[config.mk]
export PLATFORM = sky130hd
export DESIGN_NAME = axis_pattern_master
export DESIGN_NICKNAME = d
export VERILOG_FILES = /design/src/rtl/axis_pattern_master.sv
export SDC_FILE = /design/constraint.sdc
export NUM_CORES = 1
export LEC_CHECK = 0
export ABC_AREA = 0
export ABC_CLOCK_PERIOD_IN_PS = 3250
export BUFFER_PORTS_ARGS = -buffer_cell sky130_fd_sc_hd__buf_4
export CAP_MARGIN = 30
export CORE_MARGIN = 2
export CORE_UTILIZATION = 40
export DETAILED_ROUTE_END_ITERATION = 8
export PLACE_DENSITY = 0.58
export SYNTH_ARGS = -nofsm -noshare
export SYNTH_HDL_FRONTEND = slang
export SYNTH_SLANG_ARGS = --single-unit
export TNS_END_PERCENT = 30
[constraint.sdc]
create_clock -name clk -period 3.25 [get_ports clk]
set_clock_uncertainty 0.15 [all_clocks]
set_input_delay 0.325 -clock clk [delete_from_list [all_inputs] [get_ports clk]]
set_output_delay 0.325 -clock clk [all_outputs]
set_load 0.05 [all_outputs]
[src/rtl/axis_pattern_master.sv]
// Valid/ready stream source: arithmetic payload in bursts with a last marker,
// continuous / gapped / single-shot modes, plus accepted-beat and stall counters.
module axis_pattern_master #(
  parameter int                DATA_W     = 32,
  parameter int                BURST_LEN  = 4,
  parameter int                GAP_CYCLES = 2,
  parameter logic [DATA_W-1:0] START_VAL  = 1,
  parameter logic [DATA_W-1:0] STEP       = 1
) (
  input  logic              clk,
  input  logic              rst_n,
  input  logic              en,
  input  logic [1:0]        mode,
  input  logic              ready,
  output logic              valid,
  output logic [DATA_W-1:0] data,
  output logic              last,
  output logic              busy,
  output logic [31:0]       beats_sent,
  output logic [15:0]       stall_cycles
);

  localparam int IDX_W = (BURST_LEN > 1) ? $clog2(BURST_LEN) : 1;
  localparam int GAP_W = (GAP_CYCLES > 1) ? $clog2(GAP_CYCLES) : 1;
  localparam logic [IDX_W-1:0] LAST_IDX = IDX_W'(BURST_LEN - 1);
  localparam logic [GAP_W-1:0] GAP_LOAD = GAP_W'((GAP_CYCLES > 0) ? GAP_CYCLES - 1 : 0);

  typedef enum logic [1:0] {S_IDLE, S_SEND, S_GAP} state_t;

  state_t            state_q, state_d;
  logic [DATA_W-1:0] payload_q, payload_d;
  logic [IDX_W-1:0]  idx_q, idx_d;
  logic [GAP_W-1:0]  gap_q, gap_d;
  logic [1:0]        mode_q, mode_d;
  logic              armed_q, armed_d;
  logic              valid_q, valid_d;
  logic              last_q, last_d;
  logic              busy_q, busy_d;
  logic [31:0]       beats_q, beats_d;
  logic [15:0]       stall_q, stall_d;
  logic              accept;

  assign accept = valid_q & ready;

  always_comb begin
    state_d   = state_q;
    payload_d = payload_q;
    idx_d     = idx_q;
    gap_d     = gap_q;
    mode_d    = mode_q;
    armed_d   = armed_q;
    beats_d   = beats_q;
    stall_d   = stall_q;

    if (accept) begin
      payload_d = payload_q + STEP;
      beats_d   = beats_q + 32'd1;
      idx_d     = idx_q + IDX_W'(1);
    end
    if (valid_q && !ready && stall_q != 16'hFFFF) begin
      stall_d = stall_q + 16'd1;
    end

    case (state_q)
      S_IDLE: begin
        if (!en) begin
          armed_d = 1'b1;
        end else if (armed_q) begin
          state_d = S_SEND;
          mode_d  = mode;
          idx_d   = '0;
        end
      end
      S_SEND: begin
        if (accept && idx_q == LAST_IDX) begin
          idx_d = '0;
          if (mode_q == 2'd2) armed_d = 1'b0;
          if (!en) begin
            state_d = S_IDLE;
          end else begin
            case (mode_q)
              2'd1: begin
                if (GAP_CYCLES > 0) begin
                  state_d = S_GAP;
                  gap_d   = GAP_LOAD;
                end else begin
                  mode_d = mode;
                end
              end
              2'd2:    state_d = S_IDLE;
              default: mode_d = mode;  // back-to-back burst, no bubble
            endcase
          end
        end
      end
      S_GAP: begin
        if (gap_q == '0) begin
          if (en) begin
            state_d = S_SEND;
            mode_d  = mode;
            idx_d   = '0;
          end else begin
            state_d = S_IDLE;
          end
        end else begin
          gap_d = gap_q - GAP_W'(1);
        end
      end
      default: state_d = S_IDLE;
    endcase

    // Outputs are registered, so they are derived from the next state.
    valid_d = (state_d == S_SEND);
    last_d  = valid_d && (idx_d == LAST_IDX);
    busy_d  = (state_d != S_IDLE);
  end

  always_ff @(posedge clk or negedge rst_n) begin
    if (!rst_n) begin
      state_q   <= S_IDLE;
      payload_q <= START_VAL;
      idx_q     <= '0;
      gap_q     <= '0;
      mode_q    <= 2'd0;
      armed_q   <= 1'b1;
      valid_q   <= 1'b0;
      last_q    <= 1'b0;
      busy_q    <= 1'b0;
      beats_q   <= '0;
      stall_q   <= '0;
    end else begin
      state_q   <= state_d;
      payload_q <= payload_d;
      idx_q     <= idx_d;
      gap_q     <= gap_d;
      mode_q    <= mode_d;
      armed_q   <= armed_d;
      valid_q   <= valid_d;
      last_q    <= last_d;
      busy_q    <= busy_d;
      beats_q   <= beats_d;
      stall_q   <= stall_d;
    end
  end

  assign valid        = valid_q;
  assign data         = valid_q ? payload_q : '0;
  assign last         = last_q;
  assign busy         = busy_q;
  assign beats_sent   = beats_q;
  assign stall_cycles = stall_q;

endmodule

==> impl_table.tex, run 1 <==
\begin{tabular}{lr}
\hline
Metric & Value \\
\hline
\multicolumn{2}{l}{\textbf{Global routing}} \\
\quad Antenna violations before repair & 0 \\
\quad Total Routing Usage GR & 17.2\% \\
\quad Residual overflow from global routing & 0 \\
\quad Vias in the first global route & 3236 \\
\quad Pin count of the biggest net entering global routing & 54 \\
\quad Global-route wire length before repair & 16.1 mm \\
\multicolumn{2}{l}{\textbf{Synth}} \\
\quad Number of enable-type register cells in the synthesized netlist & 0 \\
\quad Post-synthesis sequential area ratio & 51.3\% \\
\quad Count of synthesis-stage warnings from yosys & 0 \\
\quad Register bit total from synthesis & 91 \\
\quad Mean area per synthesized cell & 10.6 um2 \\
\quad Distinct cells, synth & 45 \\
\quad Most repeated cell in the gate-level netlist after synthesis & sky130\_fd\_sc\_hd\_\_dfrtp\_1 \\
\quad Portion of synthesized cell area occupied by the leading cell type & 50.1\% \\
\quad Synth area leader & sky130\_fd\_sc\_hd\_\_dfrtp\_1 \\
\quad Summed instance area of the synthesized netlist & 0.00444 mm2 \\
\quad Dominant cells by area after synthesis & sky130\_fd\_sc\_hd\_\_dfrtp\_1, sky130\_fd\_sc\_hd\_\_xnor2\_1, sky130\_fd\_sc\_hd\_\_and2\_1 \\
\quad Most frequent cells after synthesis & sky130\_fd\_sc\_hd\_\_dfrtp\_1, sky130\_fd\_sc\_hd\_\_xnor2\_1, sky130\_fd\_sc\_hd\_\_and2\_1 \\
\quad Post-synth ARST share & 100\% \\
\quad Flip-flop cell with the highest count after synthesis & sky130\_fd\_sc\_hd\_\_dfrtp\_1 \\
\quad Count of mapped cells out of synthesis & 420 \\
\quad Syn Nets & 432 \\
\multicolumn{2}{l}{\textbf{Floorplanning}} \\
\quad Std-Cell Core Area & 0.0108 mm2 \\
\quad Vertical die dimension & 109 um \\
\quad Number of placed I/O pins & 89 \\
\quad Horizontal die dimension & 109 um \\
\quad Row Count & 38 \\
\quad Full die area & 0.0120 mm2 \\
\quad Initial core utilization & 41.0\% \\
\multicolumn{2}{l}{\textbf{Finish}} \\
\quad Filler Cells Inserted & 1055 \\
\quad Diode insertion count for antenna repair & 0 \\
\quad Synth-to-layout area growth & 23.2\% \\
\quad Core occupancy in the finished layout & 50.5\% \\
\quad Final Non-Filler Cells & 658 \\
\quad Flip-flop and latch area & 0.00228 mm2 \\
\quad Final \#Nets & 525 \\
\quad Area used by multi-input combinational logic & 0.00207 mm2 \\
\quad Fraction of final layout cells with drive strength greater than 1 & 23.6\% \\
\multicolumn{2}{l}{\textbf{Power and ir drop}} \\
\quad Flop pwr share & 43.1\% \\
\quad IR drop worst, VDD & 0.481 mV \\
\quad Cell-internal power & 2.12 mW \\
\quad Fraction of power consumed by combinational cells & 35.4\% \\
\quad Clock Power Share & 21.5\% \\
\quad Net Switching & 1.49 mW \\
\quad Total leakage power & 2.54 nW \\
\quad Fraction of power spent switching nets & 41.3\% \\
\quad Power density cells & 660 mW/mm2 \\
\multicolumn{2}{l}{\textbf{Placement}} \\
\quad Half-perimeter wire length after placement & 6.97 mm \\
\quad Placed cell count & 641 \\
\quad Quantity of I/O buffers inserted on ports & 88 \\
\quad Placer congestion estimate & 0.800 \\
\multicolumn{2}{l}{\textbf{Worst setup path}} \\
\quad Critical path's top delay family & simple AND/OR/NAND/NOR gates \\
\quad Reg2reg start & valid\$\_DFF\_PN0\_ \\
\quad Ordered list of cells on the worst path & buf\_4, and2\_1, and3\_1, nand4\_1, xnor2\_1 \\
\quad Critical Path AT & 2320 ps \\
\quad Kind of start point of the critical path & flop \\
\quad Worst Setup SP & valid\$\_DFF\_PN0\_ \\
\quad Data required time at the worst endpoint & 3340 ps \\
\quad Type of the worst setup path & reg -> reg \\
\quad Crit Path Max Fanout & 27 \\
\quad Max stage delay on crit path & 610 ps \\
\quad Buffers plus inverters on the worst setup path & 1 \\
\quad Cell with the largest stage delay on the worst path & sky130\_fd\_sc\_hd\_\_dfrtp\_1 \\
\quad Worst Setup End Kind & flop \\
\multicolumn{2}{l}{\textbf{Clock network}} \\
\quad H-tree level count & 3 \\
\quad CTS sink cnt & 91 \\
\quad Postcts setup bufs & 0 \\
\quad CTS tree & yes \\
\quad TritonCTS Buffers & 9 \\
\quad Clk buf depth & 2 \\
\quad Clock slew at reported path FFs & 90 ps \\
\quad Clk\_lat worst skew & 360 ps \\
\quad Cell at the root of the clock tree & sky130\_fd\_sc\_hd\_\_clkbuf\_8 \\
\multicolumn{2}{l}{\textbf{Detailed routing}} \\
\quad 1st-pass router iterations & 5 \\
\quad Routed vias & 3361 \\
\quad Post-detailed-routing wire length & 9.78 mm \\
\quad Top layer reached by signal wires & met4 \\
\quad Length of routed met3 wiring & 460 um \\
\quad First DRT Iteration DRCs & 103 \\
\quad Routed length on met2 & 4.62 mm \\
\quad ANT nets after route & 0 \\
\quad DR DRC count & 0 \\
\quad Per-cell routed wire length & 14.9 um \\
\quad Wire length on met1 & 4.54 mm \\
\quad Per-cell via count in the routed design & 5.11 \\
\multicolumn{2}{l}{\textbf{STA}} \\
\quad TNS Setup & 0 ps \\
\quad Fmax & 450 MHz \\
\quad Tightest Pin Transition & 681 ps \\
\quad Max Transition Viols Final & 0 \\
\quad Minimum period implied by the final worst setup slack & 2220 ps \\
\quad Share of the cycle needed by the critical path after routing & 68.4\% \\
\quad Hold Violations, Final & 0 \\
\quad Final setup violation count & 0 \\
\quad Setup repair after global routing missed its margin & false \\
\quad Headroom to the max-slew limit & 54.6\% \\
\multicolumn{2}{l}{\textbf{Outcome}} \\
\quad Result of the run & finished clean \\
\multicolumn{2}{l}{\textbf{Min path}} \\
\quad Worst Hold Class & in -> reg \\
\quad Start point of the worst min-delay path & mode[1] \\
\multicolumn{2}{l}{\textbf{Job}} \\
\quad Number of max-capacitance violations reported & 0 \\
\hline
\end{tabular}
-- cell families after synthesis --
| group | count (synthesis) | share of synthesized area [%] |
|---|---|---|
| AO/OA/AOI/OAI | 23 | 3.04 |
| XOR/XNOR | 74 | 14.6 |
| adder cells (fa/ha/maj) | 6 | 1.69 |
| buffers and inverters | 21 | 2.03 |
| flip-flops | 91 | 51.3 |
| multiplexers | 5 | 1.27 |
| AND/OR/NAND/NOR | 200 | 26.1 |
-- registers in the layout (all words and copies together), names as in the netlist --
name	flops
payload_q	32
armed_q	1
stall_cycles	16
busy	1
valid	1
idx_q	2
state_q	2
gap_q	1
last	1
beats_sent	32
mode_q	2
-- cell usage in the layout (no fill, tap or decap), types with 2 or more instances in the layout --
cell,Yosys,routed
sky130_fd_sc_hd__a211oi_1,2,2
sky130_fd_sc_hd__a21oi_1,7,7
sky130_fd_sc_hd__a31oi_1,3,3
sky130_fd_sc_hd__and2_1,36,36
sky130_fd_sc_hd__and3_1,9,9
sky130_fd_sc_hd__and4_1,7,7
sky130_fd_sc_hd__buf_4,1,95
sky130_fd_sc_hd__clkbuf_1,7,2
sky130_fd_sc_hd__clkbuf_8,0,10
sky130_fd_sc_hd__clkinvlp_4,0,2
sky130_fd_sc_hd__dfrtp_1,89,89
sky130_fd_sc_hd__dfstp_2,2,2
sky130_fd_sc_hd__ha_1,6,6
sky130_fd_sc_hd__inv_1,7,7
sky130_fd_sc_hd__mux2_2,4,4
sky130_fd_sc_hd__nand2_1,29,29
sky130_fd_sc_hd__nand3_1,29,29
sky130_fd_sc_hd__nand3b_1,3,3
sky130_fd_sc_hd__nand4_1,27,27
sky130_fd_sc_hd__nor2_1,17,17
sky130_fd_sc_hd__nor2b_1,6,6
sky130_fd_sc_hd__nor3_1,11,11
sky130_fd_sc_hd__nor3_2,2,2
sky130_fd_sc_hd__nor3b_1,2,2
sky130_fd_sc_hd__nor4_1,8,8
sky130_fd_sc_hd__o21ai_0,6,6
sky130_fd_sc_hd__o31ai_1,2,2
sky130_fd_sc_hd__or4_1,2,2
sky130_fd_sc_hd__xnor2_1,52,52
sky130_fd_sc_hd__xor2_1,22,22
-- repair_timing --
| action | CTS | global route |
|---|---|---|
| endpoints found under the hold margin | 51 | 0 |
| hold buffers | 1 | 0 |
| gates resized for setup | 0 | 0 |
-- power groups by stage --
stage               Combinational (mW)  Sequential, mW  Clock [mW]
floorplan                        0.596            1.85           0
finish                            1.28            1.56       0.777
CTS                               1.30            1.56       0.797
global route                      1.38            1.59       0.847
global placement                  1.27            1.57           0
detailed placement                1.29            1.58           0
-- path summary, 6_finish.rpt --
check                                               end  slack (ps)  depth (start not counted)
setup / recovery             beats_sent[23]$_DFFE_PN0P_        1030                          5
hold / removal                    mode_q[1]$_DFFE_PN0P_          50                          2
setup reg to reg             beats_sent[23]$_DFFE_PN0P_        1030                          5
hold reg to reg              beats_sent[31]$_DFFE_PN0P_         320                          1
max in group asynchronous           armed_q$_DFFE_PN1P_        1740                          3
min in group asynchronous  stall_cycles[12]$_DFFE_PN0P_         390                          2
-- through the flow --
step	power, mW	cell area, um2	worst slack (ps)	hold slack (ps)
after global placement	2.85	5270	1090	270
final	3.61	5470	1030	49.1
after CTS	3.65	5470	990	38.1
after floorplan	2.44	4440	1100	-121
after global routing	3.82	5470	767	22.8
after detailed placement	2.87	5270	999	266
-- per-layer routing --
metal | track usage (%) | vias to the layer above
li1 | - | 1646
met1 | 23.4 | 1630
met2 | 27.3 | 73
met3 | 3.44 | 12
met4 | 5.79 | 0
met5 | 0 | -
-- area by class of cell --
class / count / share of cell area (%)
flip-flops and latches: 91 / 41.7
multi-input cells: 308 / 37.9
repair buffers: 96 / 13.2
well taps: 140 / 3.20
clock buffers: 12 / 2.65
clock inverters: 4 / 0.914
inverters: 7 / 0.480
Note: power is estimated with default switching activity, not from simulation.
==> run 2, diff against run 1 <==
- ABC_CLOCK_PERIOD_IN_PS: 3250 -> 1800
- PLACE_DENSITY: 0.58 -> 0.6
- clock period: 3.25 -> 1.8 ns (I/O delays scaled with it)
==> run 2 against run 1 <==
Against the previous run:
- clock-buffer cell count is 1 lower
- combinational power is 110% higher
- maximum frequency is 26% higher
- largest power group unchanged
- first-iteration DRC count is 48% higher
- non-clock buffer count is 41 higher
- final cell count is 6.2% higher
- die area stayed put
- via count is 5.4% higher
- sequential share of layout area is 3.2 points lower
- final area is 10% higher
- clock power is 88% higher
==> impl_table.tex, run 2 (synthesis results as in run 1) <==
\begin{tabular}{lr}
\hline
Metric & Value \\
\hline
\multicolumn{2}{l}{\textbf{STA}} \\
\quad Final worst slack & 30.7 ps (-997 ps) \\
\quad Setup repair after global routing missed its margin & true \\
\quad Tightest Pin Transition & 477 ps (-204 ps) \\
\quad Fmax & 565 MHz (+26\%) \\
\quad Headroom to the max-slew limit & 68.2\% (+14 points) \\
\quad Share of the cycle needed by the critical path after routing & 98.3\% (+30 points) \\
\quad Max Transition Viols Final & 0 (unchanged) \\
\quad Worst hold slack & 121 ps (+72.4 ps) \\
\quad Minimum period implied by the final worst setup slack & 1770 ps (-453 ps) \\
\quad Final setup violation count & 0 (unchanged) \\
\quad Hold Violations, Final & 0 (unchanged) \\
\multicolumn{2}{l}{\textbf{Min path}} \\
\quad Start point of the worst min-delay path & ready \\
\quad Worst Hold Class & in -> reg \\
\quad Hold-critical path depth & 3 (+1) \\
\quad End point of the most critical hold path & payload\_q[0]\$\_DFFE\_PN1P\_ \\
\multicolumn{2}{l}{\textbf{Clock network}} \\
\quad Cell at the root of the clock tree & sky130\_fd\_sc\_hd\_\_clkbuf\_8 \\
\quad TritonCTS Buffers & 9 (unchanged) \\
\quad CTS tree & yes \\
\quad Clk buf depth & 2 (unchanged) \\
\quad Clk\_lat worst skew & 360 ps (about the same) \\
\quad CTS sink cnt & 91 (unchanged) \\
\quad H-tree level count & 3 (unchanged) \\
\quad Clock slew at reported path FFs & 80 ps (about the same) \\
\multicolumn{2}{l}{\textbf{Placement}} \\
\quad Half-perimeter wire length after placement & 6.88 mm (-1.3\%) \\
\quad Placed cell count & 670 (+4.5\%) \\
\quad Placer congestion estimate & 0.817 (+2.1\%) \\
\quad Pre-CTS setup slack & -72.6 ps (-1070 ps) \\
\quad Quantity of I/O buffers inserted on ports & 88 (unchanged) \\
\multicolumn{2}{l}{\textbf{Power and ir drop}} \\
\quad Fraction of power consumed by combinational cells & 39.2\% (+3.8 points) \\
\quad Net Switching & 2.77 mW (+86\%) \\
\quad Clock Power Share & 21.0\% (-0.5 points) \\
\quad Fraction of power spent switching nets & 40.1\% (-1.2 points) \\
\quad Total leakage power & 2.77 nW (+9.4\%) \\
\quad Power density cells & 1150 mW/mm2 (+74\%) \\
\quad Flop pwr share & 39.8\% (-3.3 points) \\
\quad Power consumption & 6.92 mW (+91\%) \\
\quad IR drop worst, VDD & 0.903 mV (+88\%) \\
\quad Cell-internal power & 4.14 mW (+95\%) \\
\multicolumn{2}{l}{\textbf{Finish}} \\
\quad Fraction of final layout cells with drive strength greater than 1 & 38.5\% (+15 points) \\
\quad Diode insertion count for antenna repair & 0 (unchanged) \\
\quad Most common cell after layout, fill and taps aside & sky130\_fd\_sc\_hd\_\_buf\_4 \\
\quad Final \#Nets & 566 (+7.8\%) \\
\quad Synth-to-layout area growth & 35.8\% \\
\quad Final Non-Filler Cells & 699 (+6.2\%) \\
\quad Leading cell types in the layout, fill and taps excluded & sky130\_fd\_sc\_hd\_\_buf\_4, sky130\_fd\_sc\_hd\_\_dfrtp\_1, sky130\_fd\_sc\_hd\_\_xnor2\_1 \\
\multicolumn{2}{l}{\textbf{Global routing}} \\
\quad Pin count of the biggest net entering global routing & 92 (+70\%) \\
\quad Fraction of met2 tracks used by global routing & 26.5\% (-0.84 points) \\
\quad Residual overflow from global routing & 0 (unchanged) \\
\quad GR met1 Demand/Resource & 24.8\% (+1.4 points) \\
\quad Met3 Usage GRT & 2.79\% (-0.65 points) \\
\quad Total Routing Usage GR & 17.0\% (-0.16 points) \\
\quad Vias in the first global route & 3294 (+1.8\%) \\
\quad GRT busiest layer & met2 \\
\quad Global-route wire length before repair & 16.2 mm (+0.68\%) \\
\quad Antenna violations before repair & 0 (unchanged) \\
\multicolumn{2}{l}{\textbf{Detailed routing}} \\
\quad Routed vias & 3541 (+5.4\%) \\
\quad First DRT Iteration DRCs & 152 (+48\%) \\
\quad 1st-pass router iterations & 4 (-1) \\
\quad DR DRC count & 0 (unchanged) \\
\quad Post-detailed-routing wire length & 9.99 mm (+2.1\%) \\
\quad Per-cell via count in the routed design & 5.07 (-0.82\%) \\
\quad Per-cell routed wire length & 14.3 um (-3.8\%) \\
\quad ANT nets after route & 0 (unchanged) \\
\multicolumn{2}{l}{\textbf{Worst setup path}} \\
\quad Kind of start point of the critical path & flop \\
\quad Buffers plus inverters on the worst setup path & 1 (unchanged) \\
\quad Critical R2R Capture & beats\_sent[31]\$\_DFFE\_PN0P\_ \\
\quad Cell with the largest stage delay on the worst path & sky130\_fd\_sc\_hd\_\_or4\_4 \\
\quad Reg2reg start & beats\_sent[8]\$\_DFFE\_PN0P\_ \\
\quad Max stage delay on crit path & 560 ps (-50 ps) \\
\quad Reg2Reg Depth & 5 (unchanged) \\
\quad Flop2flop setup slack & 30 ps (-1000 ps) \\
\quad Type of the worst setup path & reg -> reg \\
\quad Ordered list of cells on the worst path & nand4\_1, buf\_6, or4\_4, nor3\_2, xor2\_1 \\
\quad Data required time at the worst endpoint & 1920 ps (-1420 ps) \\
\quad Crit Path Max Fanout & 5 (-81\%) \\
\quad Critical path's top delay family & simple AND/OR/NAND/NOR gates \\
\quad Critical Path AT & 1890 ps (-430 ps) \\
\quad Worst Setup End Kind & flop \\
\multicolumn{2}{l}{\textbf{Outcome}} \\
\quad Result of the run & finished clean \\
\multicolumn{2}{l}{\textbf{Floorplanning}} \\
\quad Std-Cell Core Area & 0.0108 mm2 (unchanged) \\
\quad Number of placed I/O pins & 89 (unchanged) \\
\quad Horizontal die dimension & 109 um (unchanged) \\
\quad Full die area & 0.0120 mm2 (unchanged) \\
\quad Initial core utilization & 41.0\% (unchanged) \\
\quad Row Count & 38 (unchanged) \\
\quad Vertical die dimension & 109 um (unchanged) \\
\multicolumn{2}{l}{\textbf{Job}} \\
\quad Number of max-capacitance violations reported & 0 (unchanged) \\
\hline
\end{tabular}
-- run 2: power by group through the flow --
stage / registers [mW] / logic, mW / clock network [mW]
after floorplan: 3.39 / 1.12 / 0
after global placement: 2.78 / 2.58 / 0
after detailed placement: 2.80 / 2.61 / 0
after CTS: 2.76 / 2.67 / 1.50
after global routing: 2.82 / 2.93 / 1.57
final: 2.75 / 2.71 / 1.46
-- run 2: what timing repair did --
action / CTS / global route
hold endpoints to repair: 92 / 0
pin swaps: 0 / 3
setup buffers: 0 / 7
resized for setup: 7 / 20
endpoints found under the setup margin: 37 / 73
hold buffers: 4 / 0
gates cloned: 0 / 2
-- run 2: worst reg2reg max path, cell delays in order, from the launching register on --
cell	delay [ps]
sky130_fd_sc_hd__dfrtp_2	370
sky130_fd_sc_hd__nand4_1	110
sky130_fd_sc_hd__buf_6	150
sky130_fd_sc_hd__or4_4	560
sky130_fd_sc_hd__nor3_2	200
sky130_fd_sc_hd__xor2_1	160
-- run 2: area by class of cell --
type	instances	area, um2
Inverter	7	26.3
Tap cell	140	175
Timing Repair Buffer	137	1090
Clock inverter	5	61.3
Multi-Input combinational cell	308	2200
Fill cell	974	4810
Clock buffer	11	151
Sequential cell	91	2320
-- run 2: metrics by stage --
| step | instance area [um2] | utilization, % | setup TNS (ps) |
|---|---|---|---|
| final | 6030 | 55.7 | 0 |
| after global routing | 6030 | 55.7 | -188 |
| after CTS | 5880 | 54.3 | -48.3 |
| after detailed placement | 5600 | 51.7 | -160 |
| after global placement | 5600 | 51.7 | 0 |
| after floorplan | 4570 | - | -1010 |
-- run 2: routing by layer --
| metal | vias to the layer above | share of wire (%) |
|---|---|---|
| li1 | 1734 | - |
| met1 | 1735 | 49 |
| met2 | 64 | 46 |
| met3 | 8 | 3.6 |
| met4 | 0 | 0.88 |
| met5 | - | 0 |
-- run 2: worst max path at each step --
| stage | slack, ps | start | endpoint | cells past startpoint |
|---|---|---|---|---|
| 6_report | 30 | beats_sent[8]$_DFFE_PN0P_ | beats_sent[31]$_DFFE_PN0P_ | 5 |
| 3_5_place_dp | -70 | beats_sent[8]$_DFFE_PN0P_ | beats_sent[27]$_DFFE_PN0P_ | 4 |
| 4_1_cts | -20 | beats_sent[4]$_DFFE_PN0P_ | beats_sent[19]$_DFFE_PN0P_ | 6 |
| 3_3_place_gp | 30 | beats_sent[4]$_DFFE_PN0P_ | beats_sent[23]$_DFFE_PN0P_ | 6 |
| 2_1_floorplan | -110 | beats_sent[8]$_DFFE_PN0P_ | beats_sent[27]$_DFFE_PN0P_ | 5 |
| 5_1_grt | -70 | beats_sent[10]$_DFFE_PN0P_ | beats_sent[31]$_DFFE_PN0P_ | 5 |
